`config.mk`:
```
export PLATFORM = sky130hd
export DESIGN_NAME = spike_rate_decoder
export DESIGN_NICKNAME = d
export VERILOG_FILES = /design/src/rtl/spike_rate_decoder.sv
export SDC_FILE = /design/constraint.sdc
export NUM_CORES = 1
export LEC_CHECK = 0
export ABC_CLOCK_PERIOD_IN_PS = 2640
export BUFFER_PORTS_ARGS = -buffer_cell sky130_fd_sc_hd__buf_4
export CAP_MARGIN = 30
export CORE_MARGIN = 2
export CORE_UTILIZATION = 59
export CTS_CLUSTER_SIZE = 8
export DETAILED_ROUTE_END_ITERATION = 8
export GPL_ROUTABILITY_DRIVEN = 0
export PLACE_DENSITY = 0.82
export SLEW_MARGIN = 10
export SYNTH_ARGS = -nofsm -noshare
export SYNTH_HDL_FRONTEND = slang
export SYNTH_SLANG_ARGS = --single-unit
```
`constraint.sdc`:
```
create_clock -name clk -period 2.64 [get_ports clk]
set_input_delay 0.528 -clock clk [delete_from_list [all_inputs] [get_ports clk]]
set_output_delay 0.528 -clock clk [all_outputs]
set_load 0.005 [all_outputs]
```
`src/rtl/spike_rate_decoder.sv`:
```
// ---------------------------------------------------------------------------
// spike_rate_decoder
//
// Rate-code reader for an LIF neuron spike train. Counts the spikes seen in
// consecutive windows of WINDOW clock cycles. At the end of each window it
// delivers the saturating count over a valid/ready handshake.
//
// Optional feature: define SPIKE_ISI_EN to add the isi_min port and the
// logic behind it. isi_min reports the minimum interval between two
// consecutive spikes in the window, in edges; all-ones means fewer than
// two spikes.
//
// Parameters:
//   WINDOW  window length in clock cycles (2 .. 2**16)
//   CNT_W   spike count width; the count saturates at 2**CNT_W-1
//   ISI_W   inter-spike-interval width (only with SPIKE_ISI_EN)
//
// Ports:
//   clk         rising-edge system clock
//   reset       asynchronous active-low reset
//   en          counting enable; dropping it discards the partial window
//   clear       synchronous clear of counters, result, valid and overrun
//   spike_in    one spike per cycle in which it is high
//   rate_data   spike count of the last completed window
//   rate_valid  rate_data holds an unconsumed result
//   rate_ready  downstream accepts rate_data
//   overrun     sticky: a result was overwritten before it was accepted
//   isi_min     minimum inter-spike interval (SPIKE_ISI_EN only)
// ---------------------------------------------------------------------------
module spike_rate_decoder #(
    parameter int WINDOW = 16,
    parameter int CNT_W  = 8
`ifdef SPIKE_ISI_EN
    ,
    parameter int ISI_W  = 8
`endif
) (
    input  logic             clk,
    input  logic             reset,
    input  logic             en,
    input  logic             clear,
    input  logic             spike_in,
    output logic [CNT_W-1:0] rate_data,
    output logic             rate_valid,
    input  logic             rate_ready,
    output logic             overrun
`ifdef SPIKE_ISI_EN
    ,
    output logic [ISI_W-1:0] isi_min
`endif
);

    localparam int WIN_W = (WINDOW > 1) ? $clog2(WINDOW) : 1;
    localparam logic [WIN_W-1:0] WIN_LAST = WIN_W'(WINDOW - 1);
    localparam logic [CNT_W-1:0] CNT_MAX  = {CNT_W{1'b1}};

    typedef enum logic [0:0] {
        ST_IDLE  = 1'b0,
        ST_COUNT = 1'b1
    } state_t;

    // Saturating add of a single bit to the spike count.
    function automatic logic [CNT_W-1:0] cnt_sat_inc(input logic [CNT_W-1:0] value,
                                                     input logic inc);
        logic [CNT_W-1:0] result;
        if (value == CNT_MAX) begin
            result = value;
        end else begin
            result = value + {{(CNT_W-1){1'b0}}, inc};
        end
        return result;
    endfunction

    state_t           state_r;
    state_t           state_nxt_s;
    logic [WIN_W-1:0] win_cnt_r;
    logic [WIN_W-1:0] win_base_s;
    logic [WIN_W-1:0] win_nxt_s;
    logic [CNT_W-1:0] spike_cnt_r;
    logic [CNT_W-1:0] spike_base_s;
    logic [CNT_W-1:0] spike_nxt_s;
    logic [CNT_W-1:0] spike_sum_s;
    logic             win_end_s;

`ifdef SPIKE_ISI_EN
    localparam logic [ISI_W-1:0] ISI_MAX = {ISI_W{1'b1}};

    // Saturating increment of an interval value.
    function automatic logic [ISI_W-1:0] isi_sat_inc(input logic [ISI_W-1:0] value);
        logic [ISI_W-1:0] result;
        if (value == ISI_MAX) begin
            result = value;
        end else begin
            result = value + {{(ISI_W-1){1'b0}}, 1'b1};
        end
        return result;
    endfunction

    // isi_cnt_r: edges since the last spike of this window (0 on the edge
    // right after a spike), so the interval ending on the current edge is
    // isi_cnt_r + 1. isi_seen_r marks that the window already had a spike.
    logic [ISI_W-1:0] isi_cnt_r;
    logic [ISI_W-1:0] isi_cnt_base_s;
    logic [ISI_W-1:0] isi_cnt_nxt_s;
    logic             isi_seen_r;
    logic             isi_seen_base_s;
    logic             isi_seen_nxt_s;
    logic [ISI_W-1:0] isi_run_r;
    logic [ISI_W-1:0] isi_run_base_s;
    logic [ISI_W-1:0] isi_run_nxt_s;
    logic [ISI_W-1:0] isi_interval_s;
    logic [ISI_W-1:0] isi_cand_s;
    logic [ISI_W-1:0] isi_run_upd_s;
`endif

    // Next-state and counter update; IDLE forces the counters to read as 0.
    always_comb begin
        state_nxt_s  = state_r;
        win_base_s   = {WIN_W{1'b0}};
        spike_base_s = {CNT_W{1'b0}};
        win_nxt_s    = {WIN_W{1'b0}};
        spike_nxt_s  = {CNT_W{1'b0}};
        win_end_s    = 1'b0;

        case (state_r)
            ST_IDLE: begin
                win_base_s   = {WIN_W{1'b0}};
                spike_base_s = {CNT_W{1'b0}};
            end
            ST_COUNT: begin
                win_base_s   = win_cnt_r;
                spike_base_s = spike_cnt_r;
            end
            default: begin
                win_base_s   = {WIN_W{1'b0}};
                spike_base_s = {CNT_W{1'b0}};
            end
        endcase

        spike_sum_s = cnt_sat_inc(spike_base_s, spike_in);

        if (clear || !en) begin
            // Clear or enable drop: discard the partial window.
            state_nxt_s = ST_IDLE;
        end else begin
            state_nxt_s = ST_COUNT;
            if (win_base_s == WIN_LAST) begin
                // Last sample of the window; next edge is sample 0.
                win_end_s = 1'b1;
            end else begin
                win_nxt_s   = win_base_s + {{(WIN_W-1){1'b0}}, 1'b1};
                spike_nxt_s = spike_sum_s;
            end
        end
    end

`ifdef SPIKE_ISI_EN
    // Interval tracking and running minimum within the current window.
    always_comb begin
        isi_cnt_base_s  = {ISI_W{1'b0}};
        isi_seen_base_s = 1'b0;
        isi_run_base_s  = ISI_MAX;
        isi_cnt_nxt_s   = {ISI_W{1'b0}};
        isi_seen_nxt_s  = 1'b0;
        isi_run_nxt_s   = ISI_MAX;

        if (state_r == ST_COUNT) begin
            isi_cnt_base_s  = isi_cnt_r;
            isi_seen_base_s = isi_seen_r;
            isi_run_base_s  = isi_run_r;
        end else begin
            isi_cnt_base_s  = {ISI_W{1'b0}};
            isi_seen_base_s = 1'b0;
            isi_run_base_s  = ISI_MAX;
        end

        isi_interval_s = isi_sat_inc(isi_cnt_base_s);

        if (spike_in && isi_seen_base_s) begin
            isi_cand_s = isi_interval_s;
        end else begin
            isi_cand_s = ISI_MAX;
        end

        if (isi_cand_s < isi_run_base_s) begin
            isi_run_upd_s = isi_cand_s;
        end else begin
            isi_run_upd_s = isi_run_base_s;
        end

        if (state_nxt_s == ST_COUNT && !win_end_s) begin
            if (spike_in) begin
                isi_cnt_nxt_s = {ISI_W{1'b0}};
            end else begin
                isi_cnt_nxt_s = isi_interval_s;
            end
            isi_seen_nxt_s = isi_seen_base_s | spike_in;
            isi_run_nxt_s  = isi_run_upd_s;
        end else begin
            isi_cnt_nxt_s  = {ISI_W{1'b0}};
            isi_seen_nxt_s = 1'b0;
            isi_run_nxt_s  = ISI_MAX;
        end
    end
`endif

    // State and window counters.
    always_ff @(posedge clk or negedge reset) begin
        if (!reset) begin
            state_r     <= ST_IDLE;
            win_cnt_r   <= {WIN_W{1'b0}};
            spike_cnt_r <= {CNT_W{1'b0}};
`ifdef SPIKE_ISI_EN
            isi_cnt_r   <= {ISI_W{1'b0}};
            isi_seen_r  <= 1'b0;
            isi_run_r   <= {ISI_W{1'b1}};
`endif
        end else begin
            state_r     <= state_nxt_s;
            win_cnt_r   <= win_nxt_s;
            spike_cnt_r <= spike_nxt_s;
`ifdef SPIKE_ISI_EN
            isi_cnt_r   <= isi_cnt_nxt_s;
            isi_seen_r  <= isi_seen_nxt_s;
            isi_run_r   <= isi_run_nxt_s;
`endif
        end
    end

    // Result register, handshake and sticky overrun.
    always_ff @(posedge clk or negedge reset) begin
        if (!reset) begin
            rate_data  <= {CNT_W{1'b0}};
            rate_valid <= 1'b0;
            overrun    <= 1'b0;
`ifdef SPIKE_ISI_EN
            isi_min    <= {ISI_W{1'b1}};
`endif
        end else if (clear) begin
            rate_data  <= {CNT_W{1'b0}};
            rate_valid <= 1'b0;
            overrun    <= 1'b0;
`ifdef SPIKE_ISI_EN
            isi_min    <= {ISI_W{1'b1}};
`endif
        end else if (win_end_s) begin
            // A pending word that is not taken on this edge is lost.
            rate_data  <= spike_sum_s;
            rate_valid <= 1'b1;
            overrun    <= overrun | (rate_valid & ~rate_ready);
`ifdef SPIKE_ISI_EN
            isi_min    <= isi_run_upd_s;
`endif
        end else if (rate_valid && rate_ready) begin
            rate_valid <= 1'b0;
        end
    end

endmodule

```
* Word-level counts from Yosys, hierarchy flattened
Cells that the tools add are included.
** Word-level totals
- Register bits after elaboration :: 23
- Output and inout bits :: 10
- Input bits :: 6
** Cells by class
- Reductions and logical operators :: 5
- Bitwise logic cells :: 4
- $add $sub $neg :: 2
- Equality and inequality tests :: 2
- Mux-type cells :: 17
** Operators by type and width (number)
- 2-to-1 mux 8 bit :: 5
- case mux 8 bit (2 select lines) :: 1
- adder 8 x 1 -> 8 bit :: 1
- equality test 8 bit (second input constant) :: 1
- 2-to-1 mux 1 bit :: 8
- 2-to-1 mux 4 bit :: 2
- case mux 4 bit (2 select lines) :: 1
- adder 4 x 1 -> 4 bit (second input constant) :: 1
- equality test 4 bit (second input constant) :: 1
- nonzero test 3 bit :: 1
- inverter 1 bit :: 2
- nonzero test 2 bit :: 1
- AND 1 bit :: 1
- logical AND 1 bit :: 1
- logical NOT 1 bit :: 1
- logical OR 1 bit :: 1
- bitwise OR 1 bit :: 1

* Depth between registers and ports, before layout
- Depth in word-level cells :: 7
- Gate-level depth with buffers :: 9

* Worst setup path after synthesis
OpenSTA, ideal clock, no wires.
- Path kind :: flip-flop to flip-flop
- Start point :: register state_r
- End point :: register rate_data[3]
- Path buffers :: 3
- Data required time :: 2.510 ns
- Data arrival time :: 1.526 ns
- Stages on the path, launching flop included :: 10
- Path slack :: 0.984 ns
- Path through :: dfrtp_1 -> buf_6 -> and2_2 -> ha_1 -> nand4_4 -> or2_1 -> buf_6 -> buf_6 -> nand3b_4 -> o31ai_4
** Between the ends
- Longest elaborated chain between the ends :: 6
** RTL lines
- start: declaration :: line 74 : state_t state_r;
- start signal: assignment :: line 219 : state_r <= state_nxt_s;
- inverter 1 bit :: line 125 : case (state_r)
- case mux 8 bit (2 select lines) or case mux 4 bit (2 select lines) (tied branches) :: line 125
- adder 8 x 1 -> 8 bit, or another cell as far along :: line 69 : result = value + {{(CNT_W-1){1'b0}}, inc};
- 2-to-1 mux 8 bit or 2-to-1 mux 1 bit (tied branches) :: line 66, 147
- 2-to-1 mux 8 bit or 2-to-1 mux 1 bit (tied branches) :: line 246, 142
- 2-to-1 mux 8 bit or nonzero test 2 bit (tied branches)
- end signal: assignment :: line 233 : rate_data <= {CNT_W{1'b0}};
- end signal: assignment :: line 240 : rate_data <= {CNT_W{1'b0}};
- end signal: assignment :: line 248 : rate_data <= spike_sum_s;
- end: declaration :: line 43 : output logic [CNT_W-1:0] rate_data,
Several ways; a longest one is shown, not always the timed one. The select of a mux whose other input is x is not followed.
A chain may end at the register's enable or synchronous reset.

* Worst setup path in the final report
- Start point :: register state_r
- End point :: register overrun
** Between the ends
- Longest elaborated chain between the ends :: 6
** RTL lines
- inverter 1 bit :: line 125
- case mux 4 bit (2 select lines) (*) :: line 125
- equality test 4 bit (*) :: line 147 : if (win_base_s == WIN_LAST) begin
- 2-to-1 mux 1 bit (*) :: line 147
- 2-to-1 mux 1 bit (*) :: line 142 : if (clear || !en) begin
- nonzero test 2 bit (no line) (*)
- end signal: assignment :: line 250 : overrun <= overrun | (rate_valid & ~rate_ready);
- end: declaration :: line 46 : output logic overrun
Mark *: on every way between the ends. The rest lies on a longest branch, timed or not.

==> flow_summary.json <==
{
  "outcome": "finished clean",
  "dpl.hpwl_um": 1350,
  "worstPathMaxFanout": 18,
  "slew_headroom_pct": 53.2,
  "grt_usage_pct": 21.2,
  "num-fill-cells": 147,
  "dp_slack_ns": 0.500,
  "finalSetupViolCount": 0,
  "cts_setup_buffers": 0,
  "wirelength_um": 1870,
  "ir_drop_mv": 0.391,
  "final_nets": 126,
  "die_w_um": 47.7,
  "multiInputGateArea_um2": 507,
  "grt_first_pass_wirelength_um": 3270,
  "synth.avg_cell_area_um2": 11.2,
  "viasPerCell": 5.51,
  "hold_ws_ns": 0.0734,
  "initial_core_util_pct": 63.9,
  "maxSlewViolCount": 0,
  "final_cells": 141,
  "finalHoldViolations": 0,
  "htreeDepth": 1,
  "synth-seq-cells": 23,
  "detail_route.wl_per_cell_um": 13.3,
  "grt_remaining_overflow": 0,
  "antenna_found_initial": 0,
  "regArea_um2": 576,
  "coreArea_um2": 1760,
  "cp.arrival_ns": 2.32,
  "die_y_um": 47.7,
  "min_period_over_period_pct": 79.5,
  "drive_above_1_share_pct": 25.9,
  "dieArea_um2": 2280,
  "hold_buffers": 0,
  "ys_warn_count": 0,
  "hold_class": "in2async",
  "dr.first_iter.drc_count": 6,
  "numPortBuffers": 15,
  "grt_pass1_vias": 765,
  "yosysUniqueCellTypes": 32,
  "worstRegToRegCells": 6,
  "insertion_delay_ns": 0.32,
  "start_kind": "register",
  "grt_max_degree": 24,
  "rows": 15,
  "worst_slew_pin_slew_ns": 0.702,
  "skew_ns": 0.00818,
  "fin_tns_setup_ns": 0,
  "cts_buffer_depth": 2,
  "cts-buffers-inserted": 3,
  "end_kind": "register",
  "syn2layout_area_growth_pct": 11.8,
  "postLayoutSetupSlackWorst_ns": 0.541,
  "drcViolationCount": 0,
  "clockRootBuffer": "clkbuf_4",
  "cts_num_sinks": 23,
  "vias": 777,
  "syn_area_um2": 1130,
  "dp.cells": 137,
  "cts_tree": "built",
  "synthesis.nets": 110,
  "fin_crit_ns": 2.10,
  "antenna_cells": 0,
  "max_freq_ghz": 0.476,
  "clk_pin_slew_ns": 0.12,
  "powerDensity_nw_per_um2": 433,
  "crit_required_ns": 2.86,
  "drtPass1Iterations": 4,
  "cap_violations": 0,
  "syn_inst": 101,
  "crit_type": "reg2reg",
  "p_leak_nw": 0.593,
  "yosysSeqAreaShare_pct": 51.1,
  "antenna_left": 0,
  "rsz0062_at_grt": "no",
  "cts_resized": 0,
  "pin_count": 16
}
critical path, cell delays in order (launching register included):
cell and delay [ns]:
dfrtp_1 0.52, and2_2 0.23, ha_1 0.25, nand4_4 0.12
or2_1 0.57, nor2_1 0.11, o21ba_2 0.22
where the power goes:
group          switching [mW]  internal, mW
clock                   0.104        0.0591
combinational          0.0137        0.0105
sequential            0.00334         0.355
total                   0.122         0.424
per-stage QoR:
| stage | area (um2) | total power [mW] | util (%) |
|---|---|---|---|
| final | 1260 | 0.546 | 71.4 |
| after global routing | 1260 | 0.571 | 71.4 |
| after CTS | 1260 | 0.552 | 71.4 |
| after detailed placement | 1230 | 0.390 | 69.9 |
| after global placement | 1230 | 0.389 | 69.9 |
| after floorplan | 1130 | 0.376 | - |
sequential cells by signal, indices dropped and copies added, names as in the netlist:
name	count
rate_data	8
spike_cnt_r	8
win_cnt_r	4
overrun	1
rate_valid	1
state_r	1
logic make-up after synthesis:
logic type                 count (synthesis)  share of synthesized area [%]
adders and majority gates                  3                           3.33
and+or+nand+nor                           48                           27.2
AOI/OAI and AO/OA                         16                           10.4
DFF                                       23                           51.1
buffers and inverters                      6                           4.00
xor gates and xnor gates                   4                           3.11
muxes                                      1                          0.888
cells in the final DEF (no fill, tap or decap), types with 3 or more instances in the layout:
cell      synthesis  layout
dfrtp_1          23      23
and2_2            4       4
nand3_1           5       5
nand2_1           3       3
o21ai_1           6       6
xor2_1            3       3
clkbuf_4          0       3
buf_4             0      15
nand2b_1          3       3
ha_1              3       3
nor2_1           14      14
nand3b_1          6       6
final timing paths:
check	from	to	slack, ns
min in group clk	clear	rate_valid$_DFFE_PN0P_	0.48
worst max-delay path	state_r$_DFF_PN0_	overrun$_DFFE_PN0P_	0.54
worst min-delay path	reset	rate_data[4]$_DFFE_PN0P_	0.07
worst max register to register	state_r$_DFF_PN0_	overrun$_DFFE_PN0P_	0.54
max in group asynchronous	reset	win_cnt_r[3]$_DFF_PN0_	2.34
worst min register to register	rate_data[6]$_DFFE_PN0P_	rate_data[6]$_DFFE_PN0P_	0.53
routing by layer:
metal	vias to the layer above	global-route usage, %	wire, um
met1	375	28.3	876
li1	378	-	-
met2	19	32.8	862
met3	5	3.40	77
met4	0	11.9	56
met5	-	0	0
synthesized netlist by cell type:
master | count | area [um2]
a21oi_1 | 2 | 10.0
nor3b_1 | 1 | 7.51
or2_1 | 1 | 6.26
nand3b_1 | 6 | 45.0
nand4_2 | 1 | 12.5
nor3_2 | 1 | 10.0
o21ai_0 | 2 | 10.0
nor3_1 | 2 | 10.0
nand3b_2 | 1 | 11.3
and3_1 | 2 | 12.5
nand3_1 | 5 | 25.0
nand2_1 | 3 | 11.3
clkbuf_1 | 1 | 3.75
o211ai_1 | 2 | 15.0
o2111ai_1 | 1 | 8.76
nand4_4 | 1 | 21.3
buf_6 | 3 | 33.8
xnor2_1 | 1 | 8.76
o21ai_1 | 6 | 30.0
ha_1 | 3 | 37.5
mux2i_1 | 1 | 10.0
o21ba_2 | 1 | 10.0
xor2_1 | 3 | 26.3
nand3b_4 | 1 | 20.0
o31ai_2 | 1 | 12.5
nand2b_1 | 3 | 18.8
o31ai_4 | 1 | 21.3
dfrtp_1 | 23 | 576
nor2_1 | 14 | 52.6
inv_1 | 2 | 7.51
and2_2 | 4 | 30.0
and2_1 | 2 | 12.5
layout make-up:
cell class	count	area share (%)
timing repair buffer	15	8.94
sequential	23	45.7
multi-input combinational	72	40.2
inverter	2	0.596
clock buffer	4	2.09
tap	25	2.48
Power figures use the tool's default switching activity.
